--- src/rtl/fifo_uart_tx_pkg.sv ---
// Shared constants and FSM encoding for the FIFO-drain UART transmitter.
package fifo_uart_tx_pkg;

    // Default FIFO word width and 100 MHz / 115200 baud divider.
    localparam int FIFO_BIT_DEPTH    = 8;
    localparam int UART_CLKS_PER_BIT = 868;

    // 3-bit state encoding, shared with the future RX stage's debug taps.
    typedef enum logic [2:0] {
        ST_IDLE  = 3'd0,
        ST_POP   = 3'd1,
        ST_LOAD  = 3'd2,
        ST_START = 3'd3,
        ST_DATA  = 3'd4,
        ST_STOP  = 3'd5
    } tx_state_e;

endpackage

--- src/rtl/fifo_uart_tx_baud_tick.sv ---
// Baud counter: counts 0..CLKS_PER_BIT-1 and flags the last cycle of each bit.
module uart_baud_tick #(
    parameter int CLKS_PER_BIT = 868,
    parameter int CNT_W        = 10
) (
    input  logic             clk_i,
    input  logic             rst_i,
    input  logic             clr_i,
    output logic             tick_o,
    output logic [CNT_W-1:0] cnt_o
);

    localparam logic [CNT_W-1:0] LAST = CNT_W'(CLKS_PER_BIT - 1);

    logic [CNT_W-1:0] cnt_q;

    // Free-running bit-period counter, held at zero while cleared.
    always_ff @(posedge clk_i) begin
        if (rst_i || clr_i) begin
            cnt_q <= '0;
        end else if (cnt_q == LAST) begin
            cnt_q <= '0;
        end else begin
            cnt_q <= cnt_q + 1'b1;
        end
    end

    assign tick_o = (cnt_q == LAST);
    assign cnt_o  = cnt_q;

endmodule

--- src/rtl/fifo_uart_tx.sv ---
// FIFO drain stage: pops one word at a time and sends it as 8N1 UART, LSB first.
module fifo_uart_tx
    import fifo_uart_tx_pkg::*;
#(
    parameter int BIT_DEPTH    = FIFO_BIT_DEPTH,
    parameter int CLKS_PER_BIT = UART_CLKS_PER_BIT,
    parameter int CNT_W        = 10
) (
    input  logic                 clk,
    input  logic                 rst,
    input  logic                 tx_enable,
    input  logic                 fifo_empty,
    input  logic [BIT_DEPTH-1:0] fifo_data,
    output logic                 fifo_rd_en,
    output logic                 tx,
    output logic                 busy,
    output logic                 frame_done
);

    localparam int                IDX_W    = $clog2(BIT_DEPTH + 1);
    localparam logic [IDX_W-1:0]  LAST_IDX = IDX_W'(BIT_DEPTH - 1);
    // frame_done is registered, so it is armed one cycle before the stop bit ends.
    localparam logic [CNT_W-1:0]  PRE_LAST = CNT_W'(CLKS_PER_BIT - 2);

    tx_state_e            state_q;
    logic [BIT_DEPTH-1:0] shift_q;
    logic [BIT_DEPTH-1:0] shift_nxt;
    logic [IDX_W-1:0]     idx_q;
    logic                 tx_q;
    logic                 rd_en_q;
    logic                 busy_q;
    logic                 done_q;
    logic                 tick;
    logic                 baud_clr;
    logic [CNT_W-1:0]     baud_cnt;

    // Bit timing only runs while a bit is on the line; LOAD leaves it at zero.
    assign baud_clr  = (state_q == ST_IDLE) || (state_q == ST_POP) || (state_q == ST_LOAD);
    assign shift_nxt = shift_q >> 1;

    uart_baud_tick #(
        .CLKS_PER_BIT (CLKS_PER_BIT),
        .CNT_W        (CNT_W)
    ) u_baud (
        .clk_i  (clk),
        .rst_i  (rst),
        .clr_i  (baud_clr),
        .tick_o (tick),
        .cnt_o  (baud_cnt)
    );

    // Frame sequencer with registered line and handshake outputs.
    always_ff @(posedge clk) begin
        if (rst) begin
            state_q <= ST_IDLE;
            shift_q <= '0;
            idx_q   <= '0;
            tx_q    <= 1'b1;
            rd_en_q <= 1'b0;
            busy_q  <= 1'b0;
            done_q  <= 1'b0;
        end else begin
            rd_en_q <= 1'b0;
            done_q  <= 1'b0;
            case (state_q)
                ST_IDLE: begin
                    tx_q <= 1'b1;
                    if (tx_enable && !fifo_empty) begin
                        state_q <= ST_POP;
                        rd_en_q <= 1'b1;
                        busy_q  <= 1'b1;
                    end
                end
                ST_POP: begin
                    state_q <= ST_LOAD;
                end
                ST_LOAD: begin
                    // FIFO read data is valid the cycle after the pop strobe.
                    shift_q <= fifo_data;
                    idx_q   <= '0;
                    tx_q    <= 1'b0;
                    state_q <= ST_START;
                end
                ST_START: begin
                    if (tick) begin
                        tx_q    <= shift_q[0];
                        state_q <= ST_DATA;
                    end
                end
                ST_DATA: begin
                    if (tick) begin
                        shift_q <= shift_nxt;
                        idx_q   <= idx_q + 1'b1;
                        if (idx_q == LAST_IDX) begin
                            tx_q    <= 1'b1;
                            state_q <= ST_STOP;
                        end else begin
                            tx_q <= shift_nxt[0];
                        end
                    end
                end
                ST_STOP: begin
                    if (baud_cnt == PRE_LAST) begin
                        done_q <= 1'b1;
                    end
                    if (tick) begin
                        state_q <= ST_IDLE;
                        busy_q  <= 1'b0;
                    end
                end
                default: begin
                    state_q <= ST_IDLE;
                    tx_q    <= 1'b1;
                    busy_q  <= 1'b0;
                end
            endcase
        end
    end

    assign tx         = tx_q;
    assign fifo_rd_en = rd_en_q;
    assign busy       = busy_q;
    assign frame_done = done_q;

endmodule

--- config.mk ---
export PLATFORM = sky130hd
export DESIGN_NAME = fifo_uart_tx
export DESIGN_NICKNAME = d
export VERILOG_FILES = /design/src/rtl/fifo_uart_tx_pkg.sv /design/src/rtl/fifo_uart_tx_baud_tick.sv /design/src/rtl/fifo_uart_tx.sv
export SDC_FILE = /design/constraint.sdc
export NUM_CORES = 1
export LEC_CHECK = 0
export ABC_AREA = 0
export ABC_CLOCK_PERIOD_IN_PS = 1480
export CAP_MARGIN = 5
export CORE_UTILIZATION = 45
export CTS_CLUSTER_DIAMETER = 200
export DETAILED_ROUTE_END_ITERATION = 8
export DONT_BUFFER_PORTS = 1
export GPL_TIMING_DRIVEN = 0
export HOLD_SLACK_MARGIN = 0.05
export MAX_ROUTING_LAYER = met4
export PLACE_DENSITY = 0.6
export SLEW_MARGIN = 15
export SYNTH_ARGS = -nofsm -noshare
export SYNTH_HDL_FRONTEND = slang
export SYNTH_SLANG_ARGS = --single-unit
--- constraint.sdc ---
create_clock -name clk -period 1.48 [get_ports clk]
set_input_delay 0.296 -clock clk [delete_from_list [all_inputs] [get_ports clk]]
set_output_delay 0.296 -clock clk [all_outputs]
set_load 0.01 [all_outputs]
==> out/metrics.yaml, run 1 <==
outcome: "complete, but fails checks"
violations: "negative setup slack"
area_growth_pct: 21.57
groute.usage.overall: 0.2110
power_w: 0.001677
yosys_warnings: 0
slowest_delay_ns: 0.40
hpwlAfterDp_microns: 2061
crit_slowest_cell: "or3_1"
peakVddDrop_mv: 0.5678
synth_cells: 168
path_cells: "nor4b_4 > nand4_1 > or3_1 > a21oi_2"
worst_slew_pin_slew_ns: 0.5175
end_kind: "flop"
numPortBuffers: 0
synthTopCellsByArea: "dfxtp_1 40%, mux2i_1 5.5%, nor2_1 3.8%, a211oi_1 3.6%, xnor2_1 3.6%"
rsz0062_at_grt: "yes"
viasPerCell: 5.504
cts_tree: "yes"
cts_hold_buf: 0
cap_violations: 0
leakage_nw: 0.6107
layout_setup_ws_ns: -0.06780
worst_ep_arrival_time_ns: 1.82
grt_pass1_wl_microns: 5264
row_count: 20
vias: 1277
cp.depth: 4
timing.critical_path.to: "idx_q[3]"
io_pins: 16
holdCritPathClass: "primary input to flop"
post-route-util: 0.5797
worst-path-buf-inv: 0
antenna_cells: 0
ant_nets: 0
place.gp.congestion: 0.8207
cp_top_family: "simple AND/OR/NAND/NOR gates"
wl_per_cell_microns: 13.63
final_layout_size_suffix_gt1_frac: 0.3138
hold_viol_final: 0
startpoint_type: "flop"
synth_most_common_cell: "dfxtp_1"
required_ns: 1.76
synth_top_area_cell: "dfxtp_1"
fmax_mhz: 646.1
path_class: "flop to flop"
reg2reg_to: "idx_q[3]"
path_max_fanout: 5
layout.nets: 202
cts-root-buf: "clkbuf_4"
synthArstFlopShare: 0
min_period_ns: 1.548
cts_inserted_buffers: 5
syn_area_per_cell_sq_um: 8.736
cts.sinks: 29
reg2reg_from: "u_baud.cnt_o[2]"
overflow: 0
skew_ns: 0.001409
htree_levels: 2
fp.coreArea_sq_mm: 0.003078
fillers: 292
drt_iter0_drc: 44
drv_slew: 0
die_w_microns: 59.11
maxSlewHeadroom: 0.6550
die-area_sq_mm: 0.003494
clk_path_buf_depth: 2
grt_max_degree: 11
synth_nets: 183
reg2reg_depth: 4
min_period_over_period: 1.046
start_util: 0.4768
clkTransAtPathRegs_ns: 0.09
setup-violations-final: 10
synth-seq-cells: 29
die_h_microns: 59.11
synthTopCellsByCount: "29 x dfxtp_1, 15 x nor2_1, 10 x a21oi_1, 10 x nand2_1, 10 x nor3_1"
synth_area_sq_mm: 0.001468
r2r_setup_slack_ns: -0.07
synth_top_area_frac: 0.3956
ys.flop_type: "dfxtp_1"
drt_pass1_iterations: 4
power_density_mw_per_mm2: 939.9
whs_ns: 0.09340
clock_latency_ns: 0.33
synth_edf_count: 0
antenna_found_initial: 0
grt_pass1_vias: 1223
drt_wl_total_microns: 3163
ys_types: 37
seq_area_frac_synth: 0.3956
cp-startpoint: "u_baud.cnt_o[2]"
drt_drc_violations_left: 0
worst min-delay path by stage:
| stage | from | endpoint | slack, ns | depth (start not counted) |
|---|---|---|---|---|
| after floorplan | fifo_data[7] | shift_q[7] | 0.43 | 2 |
| after global placement | fifo_data[7] | shift_q[7] | 0.44 | 2 |
| after detailed placement | fifo_data[7] | shift_q[7] | 0.44 | 2 |
| after CTS | fifo_data[7] | shift_q[7] | 0.08 | 2 |
| after global routing | fifo_data[7] | shift_q[7] | 0.08 | 2 |
| final | fifo_data[7] | shift_q[7] | 0.09 | 2 |
cells by family (layout without fill, tap and decap cells):
group / count (synthesis) / in the layout / share of synthesized area
flops: 29 / 29 / 0.3956
xor+xnor: 9 / 9 / 0.05371
fa+ha+maj: 3 / 3 / 0.02558
compound gates: 27 / 27 / 0.1142
mux: 8 / 8 / 0.05456
simple gates: 78 / 78 / 0.3026
buf+inv: 14 / 34 / 0.05370
report_power, final:
part,switching [W],internal (W),leakage [nW],total (W)
sequential,0.0000420,0.000829,0.241,0.000871
clock,0.000293,0.000275,0.0413,0.000568
combinational,0.000135,0.000103,0.328,0.000239
total,0.000470,0.00121,0.611,0.00168
state kept, by name, summed over array words and instances, names as in the netlist:
| signal | count |
|---|---|
| busy | 1 |
| fifo_rd_en | 1 |
| shift_q | 8 |
| state_q | 3 |
| u_baud.cnt_o | 10 |
| idx_q | 4 |
| frame_done | 1 |
| tx | 1 |
metrics by stage:
step / cell area (sq um) / cells / TNS (ns) / setup WS, ns
after floorplan: 1478 / 168 / -0.2019 / -0.02698
after global placement: 1533 / 212 / -3.635 / -0.2237
after detailed placement: 1533 / 212 / -3.611 / -0.2338
after CTS: 1724 / 229 / -0.1744 / -0.06145
after global routing: 1784 / 232 / -1.369 / -0.1445
final: 1784 / 232 / -0.4509 / -0.06780
cell usage in the layout, fill, tap and decap left out, drive strengths merged:
cell,Yosys,final
nor3,10,10
o31ai,1,1
nand4,4,4
and2,2,2
nor4,1,1
xor2,3,3
nand3,8,8
clkinv,0,1
dfxtp,29,29
a21oi,10,10
nor3b,3,3
or3,2,2
inv,2,2
nor4b,2,2
a211oi,7,7
and4,1,1
nor4bb,1,1
nand4b,1,1
nand2,10,10
xnor2,6,6
clkbuf,6,13
o21ai,4,4
mux2i,8,8
o21a,2,2
ha,3,3
buf,6,18
a31oi,2,2
nand2b,4,4
nand3b,2,2
nor2,18,18
nor2b,4,4
and3,4,4
a21bo,1,1
and4b,1,1
what timing repair did:
action	in CTS	in global routing
setup buffers	11	3
gates cloned	1	0
pin swaps	4	9
resized for setup	16	16
setup endpoints to repair	25	26
layout make-up:
class	instances	area, sq um	area share
multi-input cells	125	873.3	0.4895
clock inverters	1	5.005	0.002805
flip-flops and latches	29	598.1	0.3352
clock buffers	7	65.06	0.03647
plain buffers	9	51.30	0.02875
well taps	44	55.05	0.03086
inverters	2	7.507	0.004208
repair buffers	15	128.9	0.07223
per-layer routing:
layer | global-route usage | vias up | part of all wire
met5 | - | - | 0
met4 | 0.1190 | 0 | 0.025
met3 | 0.06114 | 10 | 0.040
met2 | 0.3263 | 33 | 0.47
met1 | 0.2443 | 600 | 0.47
li1 | - | 634 | -
worst register-to-register path, cell delays in order (launching register included):
cell	delay, ns
dfxtp_4	0.36
nor4b_4	0.39
nand4_1	0.22
or3_1	0.40
a21oi_2	0.12
(Power assumes the default switching activity.)
==> inputs of run 2 (changes only) <==
REMOVE_ABC_BUFFERS = 1   (was default)
==> run 2 against run 1 <==
Non-clock buffer count is 11 lower. The flow still finishes with violations (negative setup slack). Via count fell by 2.2%. Global-route usage is 0.35 points higher. Sequential share of layout area increased by 1.6 points. Worst hold slack worse by 0.083 ns. First-iteration DRC count up 16%. Final area is 3.2% lower. Critical endpoint unchanged.
==> out/metrics.yaml, run 2 (synthesis results as in run 1) <==
wl_per_cell_microns: 14.17  # +3.9%
path_class: "flop to flop"
end_kind: "flop"
layout_setup_ws_ns: -0.007807  # +0.05999 ns
min_period_ns: 1.488  # -0.05999 ns
min_to: "state_q[2]"
startpoint_type: "flop"
cts.sinks: 29  # unchanged
viasPerCell: 5.626  # +2.2%
seq_area_sq_um: 605.6  # +1.3%
place.gp.congestion: 0.7574  # -7.7%
power_density_mw_per_mm2: 894.0  # -4.9%
path_cells: "nor4b_4 > buf_4 > nand4_1 > buf_4 > o21ai_1 > a21oi_2"
grt_pass1_wl_microns: 5326  # +1.2%
cap_violations: 0  # unchanged
path_max_fanout: 3  # -2
start_util: 0.4768  # unchanged
maxSlewHeadroom: 0.7499  # +0.09490
power_w: 0.001544  # -8.0%
drt_drc_violations_left: 0  # unchanged
numPortBuffers: 0  # unchanged
worst_ep_arrival_time_ns: 1.71  # -0.11 ns
required_ns: 1.70  # -0.06 ns
htree_levels: 2  # unchanged
skew_ns: 0.01112  # +0.009709 ns
layout_common_cells: "17 x dfxtp_1, 12 x nor2_1, 12 x buf_4"
drv_slew: 0  # unchanged
grt_max_degree: 21  # +10
cts-root-buf: "clkbuf_4"
cts_tree: "yes"
crit_slowest_cell: "dfxtp_4"
holdCritPathClass: "primary input to flop"
die-area_sq_mm: 0.003494  # unchanged
largest_reg_flops: 10  # unchanged
violations: "negative setup slack"
grt_pass1_vias: 1175  # -3.9%
area_growth_pct: 17.65
clk_path_buf_depth: 2  # unchanged
antenna_found_initial: 0  # unchanged
clock_latency_ns: 0.33  # about the same
ant_nets: 0  # unchanged
final_layout_size_suffix_gt1_frac: 0.3090  # -0.004841
setup-violations-final: 2  # -8
min_path_cells: 1  # -1
row_count: 20  # unchanged
hold_viol_final: 0  # unchanged
r2r_setup_slack_ns: -0.008  # +0.06 ns
die_h_microns: 59.11  # unchanged
hold_start: "rst"
slowest_delay_ns: 0.36  # -0.04 ns
cts_inserted_buffers: 5  # unchanged
hpwlAfterDp_microns: 1946  # -5.6%
drt_wl_total_microns: 3145  # -0.57%
rsz0062_at_grt: "yes"
dp_slack_ns: -0.7975  # -0.5637 ns
reg2reg_depth: 6  # +2
reg2reg_from: "u_baud.cnt_o[4]"
leakage_nw: 0.5522  # -9.6%
worst_slew_pin_slew_ns: 0.3752  # -0.1424 ns
multi_input_area_sq_um: 908.4  # +4.0%
vias: 1249  # -2.2%
die_w_microns: 59.11  # unchanged
fp.coreArea_sq_mm: 0.003078  # unchanged
min_period_over_period: 1.005  # -0.04054
outcome: "complete, but fails checks"
drt_iter0_drc: 51  # +16%
cpMostUsedCell: "buf_4"
fillers: 282  # -3.4%
overflow: 0  # unchanged
peakVddDrop_mv: 0.6708  # +18%
layout.nets: 192  # -5.0%
reg2reg_to: "idx_q[3]"
whs_ns: 0.01059  # -0.08282 ns
drt_pass1_iterations: 4  # unchanged
fmax_mhz: 672.1  # +4.0%
io_pins: 16  # unchanged
layout_commonest_cell: "dfxtp_1"
antenna_cells: 0  # unchanged
clkTransAtPathRegs_ns: 0.09  # about the same
groute.usage.overall: 0.2145  # +0.003455
==> run 2: critical path, delay by kind of cell (launching register included) <==
| kind | cells | cell delay, ns |
|---|---|---|
| flip-flops | 1 | 0.36 |
| AND/OR/NAND/NOR | 2 | 0.43 |
| buffers and inverters | 2 | 0.34 |
| AO/OA/AOI/OAI | 2 | 0.26 |
==> run 2: layer usage <==
metal,GRT usage,wire length [microns],vias up
met3,0.05895,119,6
met1,0.2667,1496,595
met4,0.09184,57,0
met2,0.3263,1471,30
met5,-,0,-
li1,-,-,618
==> run 2: cell type report <==
class | count | share of cell area
clock buffers | 8 | 0.02826
inverters | 2 | 0.004348
multi-input cells | 126 | 0.5261
well taps | 44 | 0.03188
repair buffers | 13 | 0.05870
flip-flops and latches | 29 | 0.3507
==> run 2: what timing repair did <==
action	CTS	global route
endpoints found under the setup margin	25	20
pin swaps	8	11
hold endpoints to repair	11	11
gates cloned	1	0
buffers inserted	10	4
resized for setup	24	17
==> run 2: metrics by stage <==
step | util | setup TNS (ns) | instances | instance area (sq um)
after floorplan | - | -7.131 | 156 | 1396
after global placement | 0.4715 | -14.65 | 200 | 1451
after detailed placement | 0.4732 | -10.33 | 200 | 1456
after CTS | 0.5366 | -0.004178 | 219 | 1652
after global routing | 0.5610 | -0.5047 | 222 | 1727
final | 0.5610 | -0.01438 | 222 | 1727
==> run 2: worst max path at each step <==
stage,start,end,slack (ns),cells after the start
final,u_baud.cnt_o[4],idx_q[3],-0.008,6
after global routing,u_baud.cnt_o[4],idx_q[3],-0.06,5
after CTS,u_baud.cnt_o[7],idx_q[1],-0.003,7
after detailed placement,state_q[2],idx_q[3],-0.80,4
after global placement,state_q[2],idx_q[3],-1.28,4
after floorplan,state_q[2],idx_q[3],-0.80,4
==> run 2: power by group <==
part / internal [W] / switching [W]
Combinational: 0.0000919 / 0.0000900
Sequential: 0.000829 / 0.0000772
Clock: 0.000189 / 0.000267
Total: 0.00111 / 0.000434
==> inputs of run 3 (changes only) <==
SYNTH_HIERARCHICAL = 1   (was default)
==> run 3 against run 2 <==
The run still ends with negative setup slack left. Sequential power rose by 14%. Clock power grew 17%. Combinational power grew to 3.0 times the previous value. Sequential share of layout area down 2.2 points. Critical endpoint is now shift_q[3]. First-iteration DRC count is 16% lower. Register-to-register slack worse by 0.20 ns. Non-clock buffer count rose by 6.
==> out/metrics.yaml, run 3 <==
outcome: "complete, but fails checks"
violations: "negative setup slack"
end_kind: "flop"
synthTopCellsByCount: "29 x dfxtp_1, 23 x nor2_1, 11 x mux2i_1"
min_to: "shift_q[4]"
htree_levels: 2  # unchanged
ys.flop_type: "dfxtp_1"
seq_area_frac_synth: 0.3926  # -0.003012
hpwlAfterDp_microns: 1842  # -5.4%
viasPerCell: 5.577  # -0.87%
place.gp.congestion: 0.7643  # +0.91%
finalNonFillerCells: 220  # -0.90%
die_w_microns: 59.33  # +0.36%
clock_latency_ns: 0.31  # -0.02 ns
synth_edf_count: 0  # unchanged
fp.coreArea_sq_mm: 0.003078  # unchanged
synthTopCellsByArea: "dfxtp_1 39%, mux2i_1 7.4%, a211oi_2 5.9%, nor2_1 5.8%, xor2_1 3.0%"
final_layout_size_suffix_gt1_frac: 0.4261  # +0.1171
leakage_nw: 0.6045  # +9.5%
min_period_ns: 1.691  # +0.2037 ns
clk_path_buf_depth: 2  # unchanged
holdCritPathClass: "primary input to flop"
ant_nets: 0  # unchanged
cap_violations: 0  # unchanged
cts-root-buf: "clkbuf_4"
finalSetupTns_ns: -2.680  # -2.666 ns
antenna_found_initial: 0  # unchanged
grt_pass1_wl_microns: 5119  # -3.9%
path_cells: "nor4b_4 > nand2_2 > nor2_4 > and4bb_2 > or2_4 > nor2_2 > a211oi_2"
hold_viol_final: 0  # unchanged
layout.nets: 189  # -1.6%
synth_cells: 156  # -7.1%
startpoint_type: "flop"
groute.usage.overall: 0.2045  # -0.009910
row_count: 20  # unchanged
r2r_setup_slack_ns: -0.21  # -0.20 ns
syn_area_per_cell_sq_um: 9.480  # +8.5%
clkTransAtPathRegs_ns: 0.09  # about the same
maxSlewHeadroom: 0.7190  # -0.03091
skew_ns: 0.007151  # -0.003967 ns
path_class: "flop to flop"
area_growth_pct: 24.45
reg2reg_depth: 7  # +1
grt_pass1_vias: 1131  # -3.7%
cts_tree: "yes"
cts_inserted_buffers: 5  # unchanged
synth_area_sq_mm: 0.001479  # +0.77%
die-area_sq_mm: 0.003519  # +0.73%
reg2reg_to: "shift_q[3]"
worst_ep_arrival_time_ns: 1.93  # +0.22 ns
io_pins: 16  # unchanged
placedCellCount: 192  # -4.0%
rsz0062_at_grt: "yes"
synthArstFlopShare: 0  # unchanged
required_ns: 1.72  # +0.02 ns
drt_drc_violations_left: 0  # unchanged
yosys_warnings: 6  # +6
synth-seq-cells: 29  # unchanged
cp_top_family: "simple AND/OR/NAND/NOR gates"
peakVddDrop_mv: 0.7730  # +15%
cts.sinks: 29  # unchanged
fmax_mhz: 591.2  # -12%
wl_per_cell_microns: 14.24  # +0.52%
layout_common_cells: "20 x dfxtp_1, 14 x buf_4, 13 x nor2_1"
drv_slew: 0  # unchanged
synth_most_common_cell: "dfxtp_1"
slowest_delay_ns: 0.37  # about the same
reg2reg_from: "u_baud/cnt_o[3]"
power_density_mw_per_mm2: 1148  # +28%
path_max_fanout: 8  # +5
fillers: 287  # +1.8%
min_period_over_period: 1.143  # +0.1376
setup-violations-final: 22  # +20
layout_commonest_cell: "dfxtp_1"
drt_pass1_iterations: 4  # unchanged
vias: 1227  # -1.8%
largest_reg_flops: 10  # unchanged
numPortBuffers: 0  # unchanged
hold_start: "rst"
drt_iter0_drc: 43  # -16%
grt_max_degree: 22  # +4.8%
layout_setup_ws_ns: -0.2115  # -0.2037 ns
worst-path-buf-inv: 0  # -2
start_util: 0.4805  # +0.003658
min_path_cells: 1  # unchanged
drt_wl_total_microns: 3133  # -0.38%
overflow: 0  # unchanged
synth_top_area_cell: "dfxtp_1"
worst_slew_pin_slew_ns: 0.4197  # +0.04453 ns
ys_types: 47  # +27%
crit_slowest_cell: "dfxtp_4"
antenna_cells: 0  # unchanged
synth_top_area_frac: 0.3926  # -0.003012
die_h_microns: 59.33  # +0.36%
run 3: cell types whose count changed after synthesis, sizes merged, moves of 3 or more:
cell	delta
mux2i	+3
nand4	-3
and3	-4
clkbuf	-5
nor2b	-3
nor2	+5
xnor2	-4
nor3	-7
run 3: area by class of cell:
type / instances / area, sq um / area share
clock inverters: 1 / 5.005 / 0.002719
inverters: 4 / 17.52 / 0.009517
flip-flops and latches: 29 / 604.3 / 0.3283
well taps: 44 / 55.05 / 0.02991
repair buffers: 19 / 170.2 / 0.09245
clock buffers: 7 / 65.06 / 0.03535
multi-input cells: 116 / 923.4 / 0.5017
run 3: power by group:
group / leakage, nW / total (W) / internal, W / switching (W)
Combinational: 0.322 / 0.000543 / 0.000279 / 0.000263
Clock: 0.0413 / 0.000535 / 0.000275 / 0.000260
Sequential: 0.241 / 0.00103 / 0.000882 / 0.000153
Total: 0.605 / 0.00211 / 0.00144 / 0.000676
run 3: kinds of logic after synthesis:
family | Yosys count | share of synthesized area
adders and majority gates | 2 | 0.01692
muxes | 11 | 0.07445
buffers and inverters | 12 | 0.05837
xor gates and xnor gates | 7 | 0.04146
DFF | 29 | 0.3926
AOI/OAI and AO/OA | 29 | 0.1624
and+or+nand+nor | 66 | 0.2538
run 3: layer usage:
layer / GRT usage / routed length, microns / vias to the layer above
met5: - / 0 / -
met4: 0.08163 / 15 / 0
met3: 0.04803 / 133 / 2
met2: 0.2953 / 1518 / 28
met1: 0.2741 / 1466 / 593
li1: - / - / 604
run 3: how the worst max path moves through the flow:
| stage | endpoint | cells after the start | slack (ns) | from |
|---|---|---|---|---|
| floorplan | shift_q[0] | 7 | -0.76 | u_baud/cnt_o[4] |
| global placement | shift_q[1] | 7 | -1.14 | u_baud/cnt_o[4] |
| detailed placement | shift_q[2] | 7 | -1.19 | u_baud/cnt_o[3] |
| CTS | shift_q[2] | 8 | -0.22 | u_baud/cnt_o[1] |
| global route | shift_q[3] | 7 | -0.33 | u_baud/cnt_o[3] |
| finish | shift_q[3] | 7 | -0.21 | u_baud/cnt_o[3] |
run 3: repair_timing:
action                                  4_1_cts  5_1_grt
resized for setup                            39       11
setup buffers                                14        5
endpoints found under the setup margin       24       25
endpoints found under the hold margin        16       16
gates cloned                                  1        0
pin swaps                                    17        8
run 3: per-stage QoR:
step,utilization,hold WS (ns),power (W),worst slack (ns),area (sq um)
final,0.5980,0.04141,0.002113,-0.2115,1841
after global routing,0.5980,0.007707,0.002244,-0.3344,1841
after CTS,0.5760,0.02556,0.002114,-0.2196,1773
after detailed placement,0.4752,0.3639,0.001432,-1.190,1463
after global placement,0.4752,0.3629,0.001413,-1.143,1463
after floorplan,-,0.3606,0.001349,-0.7573,1408
